===== src/rtl/ghost_dir_ai.sv =====
// Ghost direction chooser: scatter/chase/frightened mode timer plus a once-per-frame
// pick of the next W/A/S/D keycode from position, target and wall flags.

module ghost_dir_lane #(
  parameter int LANE = 0,
  parameter int STEP = 1
) (
  input  logic [9:0]  gx,
  input  logic [9:0]  gy,
  input  logic [9:0]  tx,
  input  logic [9:0]  ty,
  output logic [10:0] metric
);
  localparam logic [10:0] S = 11'(STEP);
  logic [10:0] cx, cy, dx, dy, gx1, gy1, tx1, ty1;

  always_comb begin
    gx1 = {1'b0, gx};
    gy1 = {1'b0, gy};
    tx1 = {1'b0, tx};
    ty1 = {1'b0, ty};
    cx  = gx1;
    cy  = gy1;
    // lane order is up, left, down, right; screen Y grows downward
    if (LANE == 0)      cy = (gy1 < S) ? 11'd0 : gy1 - S;
    else if (LANE == 1) cx = (gx1 < S) ? 11'd0 : gx1 - S;
    else if (LANE == 2) cy = gy1 + S;
    else                cx = gx1 + S;
    dx = (cx >= tx1) ? cx - tx1 : tx1 - cx;
    dy = (cy >= ty1) ? cy - ty1 : ty1 - cy;
    metric = dx + dy;
  end
endmodule

module ghost_dir_ai #(
  parameter int          SCATTER_SEC = 7,
  parameter int          CHASE_SEC   = 20,
  parameter int          FRIGHT_SEC  = 6,
  parameter int          STEP        = 1,
  parameter logic [9:0]  CORNER_X    = 10'd432,
  parameter logic [9:0]  CORNER_Y    = 10'd0,
  parameter logic [15:0] LFSR_SEED   = 16'hACE1
) (
  input  logic       Clk,
  input  logic       Reset,
  input  logic       frame_clk,
  input  logic       sec,
  input  logic [9:0] ghostX,
  input  logic [9:0] ghostY,
  input  logic [9:0] pacX,
  input  logic [9:0] pacY,
  input  logic [3:0] blocked,
  input  logic       power_eaten,
  input  logic       lifeDown,
  input  logic       restart,
  output logic [7:0] dir_keycode,
  output logic [1:0] mode,
  output logic       frightened
);
  localparam int          NUM_LANES = 4;
  localparam logic [15:0] SEED      = (LFSR_SEED == 16'h0) ? 16'h0001 : LFSR_SEED;

  typedef enum logic [1:0] {SCATTER = 2'd0, CHASE = 2'd1, FRIGHT = 2'd2} mode_e;

  mode_e       mode_q, mode_d, smode_q, smode_d;
  logic [7:0]  cnt_q, cnt_d, scnt_q, scnt_d, cnt_inc;
  logic [15:0] lfsr_q;
  logic [1:0]  dir_q, dir_d, rev, pick, idx;
  logic        frame_q, pend_q, pend_d, fright_q, trans, tick, rev_ok, found;
  logic [NUM_LANES-1:0]       blk, cand;
  logic [NUM_LANES-1:0][10:0] metric;
  logic [10:0] best;
  logic [9:0]  tx, ty;

  assign tick = frame_clk & ~frame_q;
  assign blk  = {blocked[0], blocked[1], blocked[2], blocked[3]};
  assign rev  = dir_q ^ 2'd2;
  assign tx   = (mode_q == CHASE) ? pacX : CORNER_X;
  assign ty   = (mode_q == CHASE) ? pacY : CORNER_Y;

  for (genvar i = 0; i < NUM_LANES; i++) begin : g_lane
    ghost_dir_lane #(.LANE(i), .STEP(STEP)) u_lane (
      .gx(ghostX), .gy(ghostY), .tx(tx), .ty(ty), .metric(metric[i])
    );
  end

  always_ff @(posedge Clk) begin
    if (Reset) begin
      mode_q   <= SCATTER;
      smode_q  <= SCATTER;
      cnt_q    <= '0;
      scnt_q   <= '0;
      lfsr_q   <= SEED;
      frame_q  <= 1'b0;
      pend_q   <= 1'b0;
      dir_q    <= 2'd1;
      fright_q <= 1'b0;
    end else begin
      mode_q   <= mode_d;
      smode_q  <= smode_d;
      cnt_q    <= cnt_d;
      scnt_q   <= scnt_d;
      lfsr_q   <= {lfsr_q[14:0], lfsr_q[15] ^ lfsr_q[13] ^ lfsr_q[12] ^ lfsr_q[10]};
      frame_q  <= frame_clk;
      pend_q   <= pend_d;
      dir_q    <= dir_d;
      fright_q <= (mode_d == FRIGHT);
    end
  end

  // mode timer; FRIGHT expiry resumes the interrupted phase where it left off
  always_comb begin
    mode_d  = mode_q;
    smode_d = smode_q;
    cnt_d   = cnt_q;
    scnt_d  = scnt_q;
    trans   = 1'b0;
    cnt_inc = cnt_q + 8'd1;
    if (lifeDown || restart) begin
      mode_d = SCATTER;
      cnt_d  = '0;
    end else if (power_eaten) begin
      cnt_d = '0;
      if (mode_q != FRIGHT) begin
        smode_d = mode_q;
        scnt_d  = cnt_q;
        mode_d  = FRIGHT;
        trans   = 1'b1;
      end
    end else if (sec) begin
      cnt_d = cnt_inc;
      case (mode_q)
        SCATTER: if (cnt_inc == 8'(SCATTER_SEC)) begin mode_d = CHASE;   cnt_d = '0; trans = 1'b1; end
        CHASE:   if (cnt_inc == 8'(CHASE_SEC))   begin mode_d = SCATTER; cnt_d = '0; trans = 1'b1; end
        FRIGHT:  if (cnt_inc == 8'(FRIGHT_SEC))  begin mode_d = smode_q; cnt_d = scnt_q; trans = 1'b1; end
        default: begin mode_d = SCATTER; cnt_d = '0; end
      endcase
    end
  end

  // direction pick; strict '<' keeps the earliest lane on metric ties
  always_comb begin
    rev_ok = ~blk[rev];
    found  = 1'b0;
    pick   = dir_q;
    best   = '0;
    idx    = '0;
    for (int i = 0; i < NUM_LANES; i++)
      cand[i] = ~blk[i] && (2'(i) != rev);
    if (mode_q == FRIGHT) begin
      for (int k = 0; k < NUM_LANES; k++) begin
        idx = lfsr_q[1:0] + 2'(k);
        if (!found && cand[idx]) begin
          found = 1'b1;
          pick  = idx;
        end
      end
    end else begin
      for (int i = 0; i < NUM_LANES; i++)
        if (cand[i] && (!found || metric[i] < best)) begin
          found = 1'b1;
          pick  = 2'(i);
          best  = metric[i];
        end
    end
    dir_d  = dir_q;
    pend_d = pend_q;
    if (tick) begin
      if (pend_q && rev_ok) begin
        dir_d  = rev;
        pend_d = 1'b0;
      end else if (found) dir_d = pick;
      else if (rev_ok)    dir_d = rev;
    end
    if (trans) pend_d = 1'b1;
    if (lifeDown || restart) pend_d = 1'b0;
  end

  always_comb begin
    case (dir_q)
      2'd0:    dir_keycode = 8'h1A;
      2'd1:    dir_keycode = 8'h04;
      2'd2:    dir_keycode = 8'h16;
      default: dir_keycode = 8'h07;
    endcase
  end

  assign mode       = mode_q;
  assign frightened = fright_q;
endmodule


===== config.mk =====
export PLATFORM = sky130hd
export DESIGN_NAME = ghost_dir_ai
export DESIGN_NICKNAME = d
export VERILOG_FILES = /design/src/rtl/ghost_dir_ai.sv
export SDC_FILE = /design/constraint.sdc
export NUM_CORES = 1
export LEC_CHECK = 0
export BUFFER_PORTS_ARGS = -buffer_cell sky130_fd_sc_hd__buf_4
export CORE_MARGIN = 10
export CORE_UTILIZATION = 30
export CTS_BUF_LIST = sky130_fd_sc_hd__clkbuf_8 sky130_fd_sc_hd__clkbuf_16
export DETAILED_ROUTE_END_ITERATION = 8
export GPL_ROUTABILITY_DRIVEN = 1
export PLACE_DENSITY = 0.51
export SYNTH_ARGS = -nofsm -noshare
export SYNTH_HDL_FRONTEND = slang
export SYNTH_SLANG_ARGS = --single-unit

===== constraint.sdc =====
create_clock -name Clk -period 31.4 [get_ports Clk]
set_input_delay 0 -clock Clk [delete_from_list [all_inputs] [get_ports Clk]]
set_output_delay 0 -clock Clk [all_outputs]
set_load 0.01 [all_outputs]

==> flow_summary.toml <==
[route]
via_per_inst = 5.36
drtIter0Drc = 801
drt_first_pass_iters = 5
drc = 0
post_drt_wl_per_cell_um = 18.1
drt_wl_total_mm = 35.4
vias = 10500
antenna_left = 0

[final_layout]
utilization = 0.334
multi_input_area_sq_um = 9440
final_nets = 1754
layout-drive-gt1-share = 0.0912
insertedDiodeCount = 0
seq_area_sq_um = 821
design_area_sq_um = 12000
syn_to_final_growth_pct = 9.25
n_fill_cell = 3902

[placement]
gp_congestion = 0.932
dpl_cell_area_sq_um = 11800
detailed_place_hpwl_mm = 29.9
io_buffers = 58

[yosys]
seq_area_frac_synth = 0.0749
syn-cell-area_sq_um = 11000
yosys.area.top_type = "ha_1"
yosysUniqueCellTypes = 82
synth_enable_flop_cells = 0
ys.flop_type = "dfxtp_1"
avgSynthCellArea_sq_um = 7.45
synthArstFlopShare = 0
synth_top_area_share = 0.225
netlist_instances = 1471
ys_ff_latch = 41
yosysWarnings = 0
synth_area_leaders = "ha_1, dfxtp_1, xnor2_1"

[grt]
grt_pass1_wl_mm = 55.6
antenna_found_initial = 1
grt_pass1_vias = 10200
grt.total_usage = 0.154
grt_max_degree = 31
grt.overflow.total = 0

[die]
start_util = 0.306
die_area_sq_um = 44600
core_area_sq_um = 35800
rows = 69
die_w_um = 211
io_pins = 62
die_y_um = 211

[min_path]
min_path_type = "in -> reg"

[clock_tree]
ctsLongestPathBuffers = 2
clock_latency_ns = 0.28
cts_tree = "yes"
cts-resized-gates = 0
numCtsBuffers = 5
root_buffer = "clkbuf_16"
hold_buffers = 4
cts_setup_buffers = 0
cts.clk_slew.worst_paths_ns = 0.06
h-tree-depth = 2
cts_sinks = 41

[timing]
worst_pin_slew_ns = 1.10
slew_violations = 0
rsz0062_at_grt = "false"
max_freq_mhz = 81.5
slew_headroom = 0.261
fin_setup_tns_ns = 0
hold_viol = 0
finalCriticalPeriod_ns = 12.27
min_period_over_period = 0.391
fin_skew_ns = 0.00700
setup_viol = 0
whs_ns = 0.0487

[worst_setup_path]
crit_required_ns = 31.61
critPathCaptureType = "register"
crit_fanout = 20
crit_buf_inv = 3
cp_data_arrival_time_ns = 12.48
startpoint_type = "register"
critPathSlowestCell = "a2111oi_0"
cpPeakStageDelay_ns = 0.73
critPathKind = "reg -> reg"
cp_top_family = "compound AO/OA/AOI/OAI gates"

[power_and_ir_drop]
p_per_area_nw_per_um2 = 45.3
leakage_nw = 5.82
ir_drop_v = 0.0000220

[run_status]
outcome = "complete, no violations"

[flow_run]
drv_cap = 0
through the flow:
stage | power, W | cells | setup slack (ns)
2_1_floorplan | 0.000376 | 1473 | 20.90
3_3_place_gp | 0.000477 | 1940 | 19.45
3_5_place_dp | 0.000479 | 1940 | 19.38
4_1_cts | 0.000542 | 1952 | 19.32
5_1_grt | 0.000595 | 1952 | 17.93
6_report | 0.000543 | 1952 | 19.13
layout by cell type (no fill, tap or decap), types with 14 or more instances in the layout:
cell / count
and3_1: 14
nor2b_1: 32
o21a_1: 19
a21o_1: 79
nand2b_1: 23
nor2_1: 112
o21ai_0: 82
dfxtp_1: 41
a31oi_1: 14
fa_1: 16
nand2_1: 95
xor2_1: 28
xnor2_1: 80
buf_4: 61
ha_1: 197
inv_1: 125
a21oi_1: 119
mux2i_1: 45
nor3_1: 31
nand3_1: 40
mux2_2: 18
or2_2: 23
kinds of logic (layout without fill, tap and decap cells):
logic type	after synthesis	in the layout	share of synthesized area
fa+ha+maj	214	214	0.255
xor+xnor	109	109	0.0883
simple gates	437	437	0.200
other cells	1	3	0.000342
compound gates	424	424	0.255
flops	41	41	0.0749
mux	64	64	0.0616
buf+inv	181	199	0.0652
Yosys cell counts (all sizes together), types with 14 or more instances:
cell type	n
ha	197
inv	125
a21oi	120
nor2	112
nand2	95
o21ai	84
xnor2	80
a21o	79
mux2i	45
dfxtp	41
nand3	41
clkbuf	39
nor2b	33
nor3	32
xor2	28
nand2b	23
or2	23
o21a	19
mux2	18
buf	16
fa	16
a31oi	15
and3	14
report_power, final:
part           switching [W]  internal [W]  leakage, nW
clock              0.0000211     0.0000376       0.0800
combinational       0.000248      0.000180         5.40
sequential        0.00000265     0.0000543        0.336
final timing paths:
| check | to | slack, ns | start | cells after the start |
|---|---|---|---|---|
| worst min register to register | lfsr_q[15] | 0.41 | lfsr_q[14] | 1 |
| worst max-delay path | dir_q[0] | 19.13 | mode[0] | 49 |
| worst min-delay path | smode_q[0] | 0.05 | power_eaten | 3 |
| worst max register to register | dir_q[0] | 19.13 | mode[0] | 49 |
layout make-up:
class | instances | area share
Tap cell | 461 | 0.0482
Sequential cell | 41 | 0.0685
Clock inverter | 3 | 0.00386
Timing Repair Buffer | 65 | 0.0416
Inverter | 126 | 0.0395
Multi-Input combinational cell | 1251 | 0.788
Clock buffer | 5 | 0.0104
routing by layer:
layer	track usage	up-vias	wire [um]
li1	-	5260	-
met1	0.206	4899	16800
met2	0.257	269	16100
met3	0.0144	42	1650
met4	0.0400	2	862
met5	0	-	13
tightest hold or removal path, stage by stage:
cell and delay (ns):
buf_4 0.14, nand3_1 0.08, a21oi_1 0.06
flip-flops by register name, indices dropped and copies added, names as in the netlist:
name / cells
lfsr_q: 16
cnt_q: 8
mode: 2
frame_q: 1
dir_q: 2
scnt_q: 8
smode_q: 2
frightened: 1
pend_q: 1
(Power assumes the default switching activity.)
